--- config.mk ---
export PLATFORM = sky130hd
export DESIGN_NAME = osd_mam_sram_adapter
export DESIGN_NICKNAME = d
export VERILOG_FILES = /design/src/rtl/osd_mam_pkg.sv /design/src/rtl/osd_mam_sram_rbuf.sv /design/src/rtl/osd_mam_sram_adapter.sv
export SDC_FILE = /design/constraint.sdc
export NUM_CORES = 1
export LEC_CHECK = 0
export ABC_AREA = 1
export CAP_MARGIN = 20
export CELL_PAD_IN_SITES_DETAIL_PLACEMENT = 1
export CELL_PAD_IN_SITES_GLOBAL_PLACEMENT = 2
export CORE_UTILIZATION = 24
export DETAILED_ROUTE_END_ITERATION = 10
export PLACE_DENSITY = 0.88
export SYNTH_ARGS = -nofsm -noshare
export SYNTH_HDL_FRONTEND = slang
export SYNTH_SLANG_ARGS = --single-unit
--- constraint.sdc ---
create_clock -name clk -period 5.7 [get_ports clk]
set_clock_uncertainty 0.1 [all_clocks]
set_input_delay 1.71 -clock clk [delete_from_list [all_inputs] [get_ports clk]]
set_output_delay 1.71 -clock clk [all_outputs]
set_load 0.01 [all_outputs]
--- src/rtl/osd_mam_pkg.sv ---
// Shared MAM request definitions: field widths, rw encodings and the
// adapter FSM state type. The MAM front end reuses the same package.
package osd_mam_pkg;

    localparam int BEATS_WIDTH = 14;

    localparam logic MAM_READ  = 1'b0;
    localparam logic MAM_WRITE = 1'b1;

    localparam logic [BEATS_WIDTH-1:0] BEATS_ZERO = 14'd0;
    localparam logic [BEATS_WIDTH-1:0] BEATS_ONE  = 14'd1;

    typedef enum logic [1:0] {
        ST_IDLE  = 2'd0,
        ST_WRITE = 2'd1,
        ST_READ  = 2'd2
    } sram_state_e;

    // Number of words a request moves: single beats are always one word,
    // and a zero-length burst still transfers one word.
    function automatic logic [BEATS_WIDTH-1:0] beat_count(
        input logic                   burst,
        input logic [BEATS_WIDTH-1:0] beats
    );
        logic [BEATS_WIDTH-1:0] n;
        if (!burst) begin
            n = BEATS_ONE;
        end else if (beats == BEATS_ZERO) begin
            n = BEATS_ONE;
        end else begin
            n = beats;
        end
        return n;
    endfunction

endpackage

--- src/rtl/osd_mam_sram_rbuf.sv ---
// Two-entry valid/ready FIFO that holds SRAM read data until the MAM side
// accepts it. Push and pop may happen in the same cycle at any fill level.
module osd_mam_sram_rbuf #(
    parameter int DATA_WIDTH = 16
) (
    input  logic                  clk,
    input  logic                  rst,
    input  logic                  push_valid,
    input  logic [DATA_WIDTH-1:0] push_data,
    output logic                  out_valid,
    output logic [DATA_WIDTH-1:0] out_data,
    input  logic                  out_ready,
    output logic [1:0]            fill
);

    logic [DATA_WIDTH-1:0] entry_r [2];
    logic                  rd_ptr_r;
    logic                  wr_ptr_r;
    logic [1:0]            count_r;
    logic                  pop_s;
    logic                  push_s;

    assign out_valid = (count_r != 2'd0);
    assign out_data  = entry_r[rd_ptr_r];
    assign fill      = count_r;
    assign pop_s     = out_valid && out_ready;
    // A full buffer can still take a word when the head leaves this cycle.
    assign push_s    = push_valid && ((count_r != 2'd2) || pop_s);

    // Pointer and occupancy bookkeeping.
    always_ff @(posedge clk) begin
        if (!rst) begin
            rd_ptr_r <= 1'b0;
            wr_ptr_r <= 1'b0;
            count_r  <= 2'd0;
        end else begin
            if (push_s) begin
                wr_ptr_r <= ~wr_ptr_r;
            end
            if (pop_s) begin
                rd_ptr_r <= ~rd_ptr_r;
            end
            case ({push_s, pop_s})
                2'b10:   count_r <= count_r + 2'd1;
                2'b01:   count_r <= count_r - 2'd1;
                default: count_r <= count_r;
            endcase
        end
    end

    // Data storage; contents are only meaningful while counted as valid.
    always_ff @(posedge clk) begin
        if (push_s) begin
            entry_r[wr_ptr_r] <= push_data;
        end
    end

endmodule

--- src/rtl/osd_mam_sram_adapter.sv ---
// Terminates the MAM request/write/read port and drives a single-port
// synchronous SRAM with one cycle of read latency. Handles base-address
// translation, burst address sequencing with wrap, byte strobes and read
// backpressure through a two-entry output buffer.
module osd_mam_sram_adapter
    import osd_mam_pkg::*;
#(
    parameter int                    DATA_WIDTH = 16,
    parameter int                    ADDR_WIDTH = 32,
    parameter int                    MEM_WORDS  = 1024,
    parameter logic [ADDR_WIDTH-1:0] BASE_ADDR  = '0
) (
    input  logic                         clk,
    input  logic                         rst,
    input  logic                         req_valid,
    output logic                         req_ready,
    input  logic                         req_rw,
    input  logic [ADDR_WIDTH-1:0]        req_addr,
    input  logic                         req_burst,
    input  logic [BEATS_WIDTH-1:0]       req_beats,
    input  logic                         write_valid,
    input  logic [DATA_WIDTH-1:0]        write_data,
    input  logic [DATA_WIDTH/8-1:0]      write_strb,
    output logic                         write_ready,
    output logic                         read_valid,
    output logic [DATA_WIDTH-1:0]        read_data,
    input  logic                         read_ready,
    output logic                         sram_ce,
    output logic                         sram_we,
    output logic [$clog2(MEM_WORDS)-1:0] sram_addr,
    output logic [DATA_WIDTH-1:0]        sram_wdata,
    output logic [DATA_WIDTH/8-1:0]      sram_wmask,
    input  logic [DATA_WIDTH-1:0]        sram_rdata
);

    localparam int STRB_W = DATA_WIDTH / 8;
    localparam int MAW    = $clog2(MEM_WORDS);
    localparam int OFFS   = $clog2(STRB_W);

    localparam logic [MAW-1:0] ADDR_ONE = {{(MAW-1){1'b0}}, 1'b1};

    sram_state_e            state_r;
    sram_state_e            state_s;
    logic [MAW-1:0]         addr_r;
    logic [BEATS_WIDTH-1:0] remain_r;
    logic                   burst_r;
    logic                   in_flight_r;

    logic [ADDR_WIDTH-1:0]  offset_s;
    logic [ADDR_WIDTH-1:0]  shifted_s;
    logic [MAW-1:0]         start_addr_s;
    logic                   unused_addr_bits_s;
    logic                   req_fire_s;
    logic                   wr_fire_s;
    logic                   issue_s;
    logic                   pop_s;
    logic [2:0]             outstanding_s;
    logic                   buf_valid_s;
    logic [DATA_WIDTH-1:0]  buf_data_s;
    logic [1:0]             fill_s;

    // Byte address relative to the window, reduced to a word index. The low
    // byte-offset bits and anything above the SRAM depth are discarded.
    assign offset_s           = req_addr - BASE_ADDR;
    assign shifted_s          = offset_s >> OFFS;
    assign start_addr_s       = shifted_s[MAW-1:0];
    assign unused_addr_bits_s = ^offset_s;

    assign req_fire_s = (state_r == ST_IDLE) && rst && req_valid;
    assign wr_fire_s  = (state_r == ST_WRITE) && rst && write_valid;

    // Read side: a word is outstanding from issue until it leaves the buffer.
    assign read_valid    = buf_valid_s && rst;
    assign read_data     = buf_data_s;
    assign pop_s         = read_valid && read_ready;
    assign outstanding_s = {1'b0, fill_s} + {2'b00, in_flight_r} - {2'b00, pop_s};
    assign issue_s       = (state_r == ST_READ) && rst && (remain_r != BEATS_ZERO)
                           && (outstanding_s < 3'd2);

    assign sram_addr = addr_r;

    osd_mam_sram_rbuf #(
        .DATA_WIDTH (DATA_WIDTH)
    ) u_rbuf (
        .clk        (clk),
        .rst        (rst),
        .push_valid (in_flight_r),
        .push_data  (sram_rdata),
        .out_valid  (buf_valid_s),
        .out_data   (buf_data_s),
        .out_ready  (read_ready),
        .fill       (fill_s)
    );

    // FSM state register.
    always_ff @(posedge clk) begin
        if (!rst) begin
            state_r <= ST_IDLE;
        end else begin
            state_r <= state_s;
        end
    end

    // FSM next-state decode.
    always_comb begin
        state_s = state_r;
        case (state_r)
            ST_IDLE: begin
                if (req_valid) begin
                    state_s = (req_rw == MAM_WRITE) ? ST_WRITE : ST_READ;
                end else begin
                    state_s = ST_IDLE;
                end
            end
            ST_WRITE: begin
                if (wr_fire_s && (remain_r == BEATS_ONE)) begin
                    state_s = ST_IDLE;
                end else begin
                    state_s = ST_WRITE;
                end
            end
            ST_READ: begin
                // Leave on the cycle the final word is popped.
                if ((remain_r == BEATS_ZERO) && !in_flight_r &&
                    ((fill_s == 2'd0) || ((fill_s == 2'd1) && pop_s))) begin
                    state_s = ST_IDLE;
                end else begin
                    state_s = ST_READ;
                end
            end
            default: state_s = ST_IDLE;
        endcase
    end

    // FSM output decode; everything handshake-related is held low in reset.
    always_comb begin
        req_ready   = 1'b0;
        write_ready = 1'b0;
        sram_ce     = 1'b0;
        sram_we     = 1'b0;
        sram_wdata  = '0;
        sram_wmask  = '0;
        case (state_r)
            ST_IDLE: begin
                req_ready = rst;
            end
            ST_WRITE: begin
                write_ready = rst;
                if (wr_fire_s) begin
                    sram_ce    = 1'b1;
                    sram_we    = 1'b1;
                    sram_wdata = write_data;
                    sram_wmask = burst_r ? {STRB_W{1'b1}} : write_strb;
                end else begin
                    sram_ce    = 1'b0;
                    sram_we    = 1'b0;
                end
            end
            ST_READ: begin
                sram_ce = issue_s;
            end
            default: begin
                sram_ce = 1'b0;
            end
        endcase
    end

    // Request latch, word address sequencing and in-flight read tracking.
    always_ff @(posedge clk) begin
        if (!rst) begin
            addr_r      <= '0;
            remain_r    <= BEATS_ZERO;
            burst_r     <= 1'b0;
            in_flight_r <= 1'b0;
        end else begin
            in_flight_r <= issue_s;
            if (req_fire_s) begin
                addr_r   <= start_addr_s;
                remain_r <= beat_count(req_burst, req_beats);
                burst_r  <= req_burst;
            end else if (wr_fire_s || issue_s) begin
                addr_r   <= addr_r + ADDR_ONE;
                remain_r <= remain_r - BEATS_ONE;
            end else begin
                addr_r   <= addr_r;
                remain_r <= remain_r;
            end
        end
    end

endmodule

==> results by group, run 1 <==
Final layout
  • # fillers: 1873
  • Antenna cells: 0
  • Share of layout cells above drive strength 1: 0.116
  • Area delta synth->final: 47.4%
  • Finished layout cell area: 5650 um^2
  • Nets: 757
  • Area of the multi-input gates: 1840 um^2
  • Area occupied by registers: 1620 um^2

Run status
  • Status: complete, no violations

Synthesis
  • Mapped Cells: 526
  • Top_reg_cell synth: dfxtp_1
  • Area contributors post-synth: edfxtp_1 25%, dfxtp_1 17%, nand2_1 13%, nor2_1 11%, inv_1 7.7%
  • Synth cell types: 29
  • Yosys top cell area share: 0.251
  • Largest area contributor in the netlist: edfxtp_1
  • Post-Synth Adder-Cell Area: 0.0477
  • Syn_nets: 627
  • Most frequent cell after synthesis: nand2_1
  • Post-synth EDFFs: 32
  • Mux cell area share after synthesis: 0.0470
  • Warnings from Yosys: 0
  • Largest family of logic cells by synthesized area: simple AND/OR/NAND/NOR gates
  • Synth Area in XOR/XNOR: 0.00915
  • Post-synthesis compound-gate area fraction: 0.0372
  • Syn_area_per_cell: 7.28 um^2
  • Simple-Gate Fraction of Synth Area: 0.329
  • Register area share after synthesis: 0.423
  • Cell Area, Synth: 3830 um^2
  • Post-synthesis register bit count: 65
  • Async S/R FF share, synth: 0
  • Most common library cells after synthesis: 133 x nand2_1, 109 x nor2_1, 79 x inv_1

Die
  • Die Wd: 128 um
  • Die height: 128 um
  • Initial Utilization: 0.249
  • Core area: 15400 um^2
  • # rows: 45
  • Top Ports: 136
  • Die area: 16500 um^2

Worst setup path
  • Critical Path End Type: output pin
  • Largest stage delay on the critical path: 510 ps
  • Crit path cell chain: clkdlybuf4s15_1 -> inv_1 -> nor2_2 -> inv_2 -> nor2_4 -> ha_4 -> or2_4 -> fa_1 -> nand3_1 -> nor2_1 -> nand2_2 -> a21boi_1 -> buf_2
  • Worst path slowest cell: fa_1
  • R2R cell count: 27
  • CP Max Fanout: 2
  • Critical Path Start Type: input pin
  • Setup CP Type: in -> out
  • Arr. time, crit path: 3780 ps
  • CP required: 3890 ps

Pwr
  • Leak: 2.55 nW
  • Clk pwr share: 0.307
  • Seq pwr share: 0.332
  • Net Sw Power: 0.000633 W
  • Switch share: 0.344
  • Combinational power share: 0.360
  • Internal power: 0.00120 W
  • Max VDD drop: 154 uV
  • Power Dens Cells: 326 nW/um^2
  • Power, Total: 0.00184 W

Clock tree
  • CTS tree: done
  • Clk root buf: clkbuf_16
  • Hold_buf cts: 0
  • Clock Pin Slew Worst Setup and Hold Paths: 50 ps
  • CTS buffer count: 9
  • Clock Path Buffers: 2
  • H-tree Lvls: 3
  • Later-pin clock latency in the skew report: 330 ps
  • Sinks on Clock Net: 65

Route
  • Routed Antenna Nets: 0
  • Vias per cell: 4.36
  • WL/cell: 14.0 um
  • Drt total wl: 12200 um
  • Vias: 3803
  • Initial drt markers: 139
  • First-pass detailed-route iteration total: 4
  • DRC viols: 0

Timing
  • Crit path time final: 5590 ps
  • Slew Limit Fails: 0
  • Setup_tns: 0 ps
  • Hold Vio Cnt, Final: 0
  • Final setup vio count: 0
  • Worst slew pin tran: 979 ps
  • Crit share post-route: 0.981
  • Unrepaired setup endpoints after global routing: false
  • Worst Slack Setup Final: 108 ps
  • Fmax: 179 MHz
  • Worst hold slack: 392 ps
  • Relative slew slack: 0.345

Run
  • Max_cap viols: 0

Min path
  • HP Class: reg -> reg
  • Worst Hold Depth: 2

Global routing
  • Initial antenna violation count: 0
  • Largest net degree at the start of global routing: 44
  • Total Routing Usage GR: 0.156
  • Vias in the first global route: 4139
  • GR Overflow Total: 0
  • First-pass GRT wire length: 19900 um

Place
  • Final Wtd Congestion: 0.769
  • Pre-CTS setup slack: -732 ps
  • DP HPWL: 8830 um
  • Area post-placement: 5220 um^2
  • PortBufs: 113
-- state kept, by name (all words and copies together) (netlist names), named ones only --
| signal | flops |
|---|---|
| sram_addr | 10 |
| u_rbuf.entry_r | 32 |
| remain_r | 14 |
| burst_r | 1 |
| u_rbuf.rd_ptr_r | 1 |
| u_rbuf.wr_ptr_r | 1 |
| state_r | 2 |
| in_flight_r | 1 |
| u_rbuf.fill | 2 |
-- cells by family (layout without fill, tap and decap cells) --
kind of cell / count (synthesis) / after routing
simple gates: 301 / 302
buf+inv: 100 / 234
flops: 65 / 65
compound gates: 26 / 26
mux: 16 / 16
fa+ha+maj: 14 / 14
xor+xnor: 4 / 4
-- cells in the final DEF (no fill, tap or decap), types with 10 or more instances in the layout --
master / count
a21oi_1: 10
buf_4: 23
clkdlybuf4s50_1: 110
dfxtp_1: 33
edfxtp_1: 32
ha_1: 12
inv_1: 77
mux2_2: 16
nand2_1: 133
nand3_1: 27
nand4_1: 18
nor2_1: 107
o21ai_0: 11
-- layer usage --
layer | global-route usage | wire (um) | up-vias
met3 | 0.0463 | 762 | 13
met4 | 0.0388 | 137 | 0
met1 | 0.164 | 5110 | 1790
met5 | 0 | 0 | -
met2 | 0.299 | 6220 | 92
li1 | - | - | 1908
-- repair_timing --
action | 4_1_cts | 5_1_grt
pin swaps | 6 | 5
setup buffers | 13 | 0
endpoints found under the setup margin | 1 | 9
gates cloned | 0 | 1
gates resized for setup | 14 | 2
-- power by group through the flow --
stage	registers (W)	logic [W]	clock network (W)
floorplan	0.000599	0.000400	0
global placement	0.000617	0.000602	0
detailed placement	0.000622	0.000631	0
CTS	0.000612	0.000660	0.000582
global route	0.000621	0.000747	0.000603
finish	0.000611	0.000662	0.000565
-- cell type report --
| type | count | area share |
|---|---|---|
| multi-input combinational | 362 | 0.325 |
| sequential | 65 | 0.287 |
| timing repair buffer | 137 | 0.233 |
| inverter | 81 | 0.0539 |
| tap | 211 | 0.0468 |
| clock buffer | 9 | 0.0399 |
| clock inverter | 7 | 0.0137 |
-- final timing paths --
kind / start / endpoint / slack (ps)
worst max register to register: u_rbuf.fill[1] / remain_r[9] / 1010
worst max-delay path: read_ready / sram_ce / 110
worst min-delay path: u_rbuf.rd_ptr_r / u_rbuf.rd_ptr_r / 390
worst min register to register: u_rbuf.rd_ptr_r / u_rbuf.rd_ptr_r / 390
-- worst max-delay path: cells and delay by family --
family          cells  cell delay (ps)
simple gates        6              750
fa+ha+maj           2              720
compound gates      1              130
buf+inv             4              460
-- stage by stage --
step                utilization  cells
floorplan                     -    526
CTS                       0.366    871
global route              0.367    872
detailed placement        0.339    842
global placement          0.339    842
finish                    0.367    872
Note: power is estimated with default switching activity, not from simulation.
==> run 2: changes to the inputs <==
--- a/config.mk
+++ b/config.mk
@@ -12,6 +12,7 @@
 export CORE_UTILIZATION = 24
 export DETAILED_ROUTE_END_ITERATION = 10
 export PLACE_DENSITY = 0.88
+export SKIP_CTS_REPAIR_TIMING = 1
 export SYNTH_ARGS = -nofsm -noshare
 export SYNTH_HDL_FRONTEND = slang
 export SYNTH_SLANG_ARGS = --single-unit
==> results by group, run 2 (synthesis results as in run 1) <==
Global routing
  • GR Overflow Total: 0 (unchanged)
  • Total Routing Usage GR: 0.153 (-0.00302)
  • Initial antenna violation count: 0 (unchanged)
  • First-pass GRT wire length: 19500 um (-1.7%)
  • Largest net degree at the start of global routing: 44 (unchanged)
  • GRT Max-Usage Layer: met2
  • Met2 Use GR: 0.293 (-0.00572)
  • M3 GR Usage: 0.0459 (-0.000417)
  • GR Util met1: 0.162 (-0.00253)
  • Vias in the first global route: 4083 (-1.4%)

Die
  • # rows: 45 (unchanged)
  • Die height: 128 um (unchanged)
  • Initial Utilization: 0.249 (unchanged)
  • Die area: 16500 um^2 (unchanged)
  • Core area: 15400 um^2 (unchanged)
  • Top Ports: 136 (unchanged)
  • Die Wd: 128 um (unchanged)

Worst setup path
  • Largest stage delay on the critical path: 490 ps (-20 ps)
  • Critical Path End Type: output pin
  • Arr. time, crit path: 3760 ps (-20 ps)
  • Worst path slowest cell: fa_1
  • CP Max Fanout: 2 (unchanged)
  • Critical Path Start Type: input pin
  • CP required: 3890 ps (about the same)
  • Setup CP Type: in -> out
  • Crit path cell chain: dlymetal6s2s_1 -> inv_1 -> nor2_2 -> inv_2 -> nor2_4 -> ha_1 -> or2_2 -> fa_1 -> nand3_1 -> nor2_1 -> nand2_2 -> a21boi_2 -> buf_2

Final layout
  • Post-Route Utilization: 0.361 (-0.00611)
  • Most common cell after layout, fill and taps aside: nand2_1
  • Top reg by flops: u_rbuf.entry_r
  • Share of layout cells above drive strength 1: 0.100 (-0.0163)
  • Area delta synth->final: 45.0%
  • Area of the multi-input gates: 1810 um^2 (-1.2%)
  • Most frequent cells in the layout: 133 x nand2_1, 110 x clkdlybuf4s50_1, 107 x nor2_1
  • Max FFs per register: 32 (unchanged)
  • Area occupied by registers: 1620 um^2 (unchanged)
  • Antenna cells: 0 (unchanged)
  • Nets: 745 (-1.6%)
  • # fillers: 1868 (-0.27%)
  • Finished layout cell area: 5550 um^2 (-1.7%)

Pwr
  • Net Sw Power: 0.000626 W (-1.1%)
  • Internal power: 0.00119 W (-1.3%)
  • Leak: 2.51 nW (-1.6%)
  • Switch share: 0.345 (+0.000494)
  • Clk pwr share: 0.313 (+0.006)
  • Power Dens Cells: 327 nW/um^2 (+0.48%)
  • Seq pwr share: 0.336 (+0.004)
  • Max VDD drop: 153 uV (-0.49%)
  • Combinational power share: 0.351 (-0.009)

Route
  • Initial drt markers: 134 (-3.6%)
  • Vias per cell: 4.38 (+0.33%)
  • Drt total wl: 11900 um (-2.5%)
  • Vias: 3763 (-1.1%)
  • First-pass detailed-route iteration total: 4 (unchanged)
  • WL/cell: 13.9 um (-1.2%)
  • Routed Antenna Nets: 0 (unchanged)
  • DRC viols: 0 (unchanged)

Clock tree
  • Later-pin clock latency in the skew report: 340 ps (about the same)
  • Clock Pin Slew Worst Setup and Hold Paths: 60 ps (about the same)
  • Clk root buf: clkbuf_16
  • Clock Path Buffers: 2 (unchanged)
  • H-tree Lvls: 3 (unchanged)
  • CTS tree: done
  • Sinks on Clock Net: 65 (unchanged)
  • CTS buffer count: 9 (unchanged)

Min path
  • HP Class: reg -> reg

Timing
  • Crit share post-route: 0.976 (-0.00463)
  • Final setup vio count: 0 (unchanged)
  • Relative slew slack: 0.341 (-0.00428)
  • Fmax: 180 MHz (+0.47%)
  • Hold Vio Cnt, Final: 0 (unchanged)
  • Slew Limit Fails: 0 (unchanged)
  • Crit path time final: 5570 ps (-26.4 ps)
  • Worst slew pin tran: 985 ps (+6.40 ps)

Run
  • Max_cap viols: 0 (unchanged)

Run status
  • Status: complete, no violations

Place
  • Final Wtd Congestion: 0.769 (unchanged)
  • Area post-placement: 5220 um^2 (unchanged)
  • DP HPWL: 8830 um (unchanged)
  • PortBufs: 113 (unchanged)
## run 2: cell types whose count changed in the layout (fill, tap and decap cells not counted)
| cell | change |
|---|---|
| or2_2 | +1 |
| ha_4 | -1 |
| buf_6 | +1 |
| dlymetal6s2s_1 | +2 |
| a21boi_1 | -1 |
| ha_1 | +1 |
| nand3_2 | -1 |
| dlygate4sd2_1 | -1 |
| a21boi_2 | +1 |
| buf_4 | -12 |
| clkdlybuf4s15_1 | -1 |
| or2_4 | -1 |
## run 2: stage by stage
| stage | total power, W | setup TNS [ps] | setup slack, ps | hold slack [ps] | cells |
|---|---|---|---|---|---|
| finish | 0.00182 | 0 | 134 | 393 | 860 |
| detailed placement | 0.00125 | -732 | -732 | 382 | 842 |
| global route | 0.00194 | -9.74 | -9.74 | 417 | 860 |
| CTS | 0.00183 | -828 | -828 | 389 | 858 |
| floorplan | 0.00100 | 0 | 158 | 348 | 526 |
| global placement | 0.00122 | -689 | -689 | 356 | 842 |
## run 2: worst paths after layout
path | cells past startpoint | endpoint | slack [ps] | from
worst max register to register | 17 | sram_addr[9] | 2110 | u_rbuf.fill[1]
worst min register to register | 2 | u_rbuf.rd_ptr_r | 390 | u_rbuf.rd_ptr_r
worst min-delay path | 2 | u_rbuf.rd_ptr_r | 390 | u_rbuf.rd_ptr_r
worst max-delay path | 13 | sram_ce | 130 | read_ready
## run 2: cell type report
cell class	instances	area share
Inverter	81	0.0548
Clock buffer	9	0.0406
Clock inverter	7	0.0140
Multi-Input combinational cell	361	0.327
Tap cell	211	0.0476
Timing Repair Buffer	126	0.224
Sequential cell	65	0.292
## run 2: power by group through the flow
stage | Clock (W) | Combinational, W | Sequential (W)
2_1_floorplan | 0 | 0.000400 | 0.000599
3_3_place_gp | 0 | 0.000602 | 0.000617
3_5_place_dp | 0 | 0.000631 | 0.000622
4_1_cts | 0.000582 | 0.000637 | 0.000612
5_1_grt | 0.000602 | 0.000721 | 0.000621
6_report | 0.000568 | 0.000637 | 0.000611
## run 2: critical path, delay by kind of cell
kind,cells,cell delay [ps]
AO/OA/AOI/OAI,1,110
AND/OR/NAND/NOR,6,830
buffers and inverters,4,390
adder cells (fa/ha/maj),2,720
## run 2: per-layer routing
layer / vias up / wire [um]
li1: 1883 / -
met1: 1784 / 4930
met2: 84 / 6130
met3: 12 / 729
met4: 0 / 128
met5: - / 0
==> run 3: changes to the inputs <==
--- a/config.mk
+++ b/config.mk
@@ -11,7 +11,9 @@
 export CELL_PAD_IN_SITES_GLOBAL_PLACEMENT = 2
 export CORE_UTILIZATION = 24
 export DETAILED_ROUTE_END_ITERATION = 10
+export GPL_TIMING_DRIVEN = 0
 export PLACE_DENSITY = 0.88
+export SETUP_SLACK_MARGIN = 0.02
 export SKIP_CTS_REPAIR_TIMING = 1
 export SYNTH_ARGS = -nofsm -noshare
 export SYNTH_HDL_FRONTEND = slang
==> results by group, run 3 (synthesis results as in run 1) <==
Final layout
  • Share of layout cells above drive strength 1: 0.109 (+0.00861)
  • Max FFs per register: 32 (unchanged)
  • Post-layout instance count excluding filler cells: 873 (+1.5%)
  • Area of the multi-input gates: 1810 um^2 (about the same)
  • Area delta synth->final: 45.5%
  • Top reg by flops: u_rbuf.entry_r
  • Area occupied by registers: 1620 um^2 (unchanged)
  • Nets: 758 (+1.7%)
  • # fillers: 1863 (-0.27%)
  • Most frequent cells in the layout: 133 x nand2_1, 110 x clkdlybuf4s50_1, 107 x nor2_1
  • Antenna cells: 0 (unchanged)
  • Finished layout cell area: 5570 um^2 (+0.38%)
  • Most common cell after layout, fill and taps aside: nand2_1

Worst setup path
  • Reg2Reg Capture Point: remain_r[0]
  • Most frequent CP cell: nor2_2
  • Crit path buf inv count: 5 (+1)
  • Setup CP Type: in -> out
  • Critical Path End Type: output pin
  • Arr. time, crit path: 3770 ps (about the same)
  • Top delay family on crit path: adder cells
  • RR Startpoint: u_rbuf.fill[1]
  • Worst path slowest cell: fa_1
  • Critical Path Start Type: input pin
  • Crit path depth: 14 (+1)
  • CP Max Fanout: 4 (+2)
  • Crit path cell chain: clkbuf_2 -> inv_1 -> nor2_2 -> inv_2 -> nor2_1 -> ha_1 -> or2_4 -> fa_1 -> nand3_2 -> nor2_2 -> nand2_2 -> buf_6 -> a21boi_1 -> buf_2
  • CP required: 3890 ps (about the same)
  • FF-to-FF setup slack: 2600 ps (+490 ps)
  • Largest stage delay on the critical path: 520 ps (+30 ps)
  • R2R cell count: 17 (unchanged)

Clock tree
  • Clk root buf: clkbuf_16
  • Clock Path Buffers: 2 (unchanged)
  • Sinks on Clock Net: 65 (unchanged)
  • H-tree Lvls: 3 (unchanged)
  • CTS buffer count: 9 (unchanged)
  • CTS tree: done
  • Later-pin clock latency in the skew report: 340 ps (about the same)
  • Clock Pin Slew Worst Setup and Hold Paths: 60 ps (about the same)

Timing
  • Final setup vio count: 0 (unchanged)
  • Crit share post-route: 0.979 (+0.00245)
  • Worst slew pin tran: 794 ps (-191 ps)
  • Fmax: 179 MHz (-0.25%)
  • Crit path time final: 5580 ps (+14.0 ps)
  • Hold Vio Cnt, Final: 0 (unchanged)
  • Worst Slack Setup Final: 120 ps (-14.0 ps)
  • Slew Limit Fails: 0 (unchanged)
  • Relative slew slack: 0.469 (+0.128)

Run
  • Max_cap viols: 0 (unchanged)

Min path
  • Min-Delay Endpoint: u_rbuf.rd_ptr_r
  • HP Class: reg -> reg
  • Worst Hold Depth: 2 (unchanged)
  • Hold Path Origin: u_rbuf.rd_ptr_r

Place
  • DP HPWL: 9480 um (+7.5%)
  • Pre-CTS setup slack: -1010 ps (-275 ps)
  • Area post-placement: 5250 um^2 (+0.60%)
  • PortBufs: 113 (unchanged)
  • Placed insts: 852 (+1.2%)
  • Final Wtd Congestion: 0.802 (+4.3%)

Die
  • Die height: 128 um (unchanged)
  • Die area: 16500 um^2 (unchanged)
  • Top Ports: 136 (unchanged)
  • Die Wd: 128 um (unchanged)
  • Core area: 15400 um^2 (unchanged)
  • Initial Utilization: 0.249 (unchanged)
  • # rows: 45 (unchanged)

Route
  • Initial drt markers: 131 (-2.2%)
  • Drt total wl: 12300 um (+2.9%)
  • Vias per cell: 4.37 (-0.23%)
  • Vias: 3811 (+1.3%)
  • DRC viols: 0 (unchanged)
  • First-pass detailed-route iteration total: 4 (unchanged)
  • WL/cell: 14.1 um (+1.4%)
  • Routed Antenna Nets: 0 (unchanged)

Pwr
  • Power Dens Cells: 322 nW/um^2 (-1.7%)
  • Leak: 2.51 nW (-0.19%)
  • Max VDD drop: 182 uV (+19%)

Run status
  • Status: complete, no violations

Global routing
  • Initial antenna violation count: 0 (unchanged)
  • Largest net degree at the start of global routing: 15 (-66%)
  • Total Routing Usage GR: 0.155 (+0.00257)
  • Vias in the first global route: 4016 (-1.6%)
  • First-pass GRT wire length: 19600 um (+0.53%)
  • GR Overflow Total: 0 (unchanged)
-- run 3: changes by cell type in the layout (fill, tap and decap cells not counted), moves of 2 or more --
cell            delta
inv_6              +2
buf_6              +5
buf_4              -6
clkbuf_1           +5
clkbuf_2           +2
buf_2              +7
buf_1              +3
dlymetal6s2s_1     -2
-- run 3: worst max path at each step --
stage                     from       to  slack (ps)
floorplan           read_ready  sram_ce         160
global placement           rst  sram_ce       -1010
detailed placement         rst  sram_ce       -1010
CTS                        rst  sram_ce       -1030
global route        read_ready  sram_ce         -10
finish              read_ready  sram_ce         120
-- run 3: final cells by class --
| cell class | count | share of cell area |
|---|---|---|
| Tap cell | 211 | 0.0474 |
| Clock inverter | 7 | 0.0106 |
| Timing Repair Buffer | 120 | 0.211 |
| Multi-Input combinational cell | 361 | 0.325 |
| Clock buffer | 9 | 0.0404 |
| Sequential cell | 65 | 0.291 |
| Inverter | 81 | 0.0546 |
| Buffer | 19 | 0.0198 |
-- run 3: worst reg2reg max path, cell delays in order (launching register included) --
cell	delay, ps
dfxtp_1	420
inv_1	120
ha_1	230
nor2_2	130
inv_2	50
nor2_1	100
ha_1	240
or2_4	250
fa_1	520
nand3_2	70
nor2_2	100
nand2_2	70
buf_4	140
nand3_4	100
buf_6	170
nand2_1	80
nand2_1	70
nor2_1	40
-- run 3: report_power, final --
group	switching, W	internal [W]
clock network	0.000230	0.000301
logic	0.000356	0.000308
registers	0.0000500	0.000547
total	0.000636	0.00116
-- run 3: metrics by stage --
stage | setup TNS [ps] | utilization | hold slack, ps | total power, W
after floorplan | 0 | - | 348 | 0.00100
after global placement | -1110 | 0.340 | 357 | 0.00123
after detailed placement | -1070 | 0.341 | 371 | 0.00126
after CTS | -1090 | 0.360 | 381 | 0.00180
after global routing | -13.0 | 0.363 | 400 | 0.00192
final | 0 | 0.363 | 376 | 0.00179
-- run 3: routing by layer --
layer  vias up  GRT usage  routed length, um
met3        12     0.0413                701
met2        98      0.280               6080
met5         -          0                  0
met4         0     0.0498                197
li1       1908          -                  -
met1      1793      0.177               5280
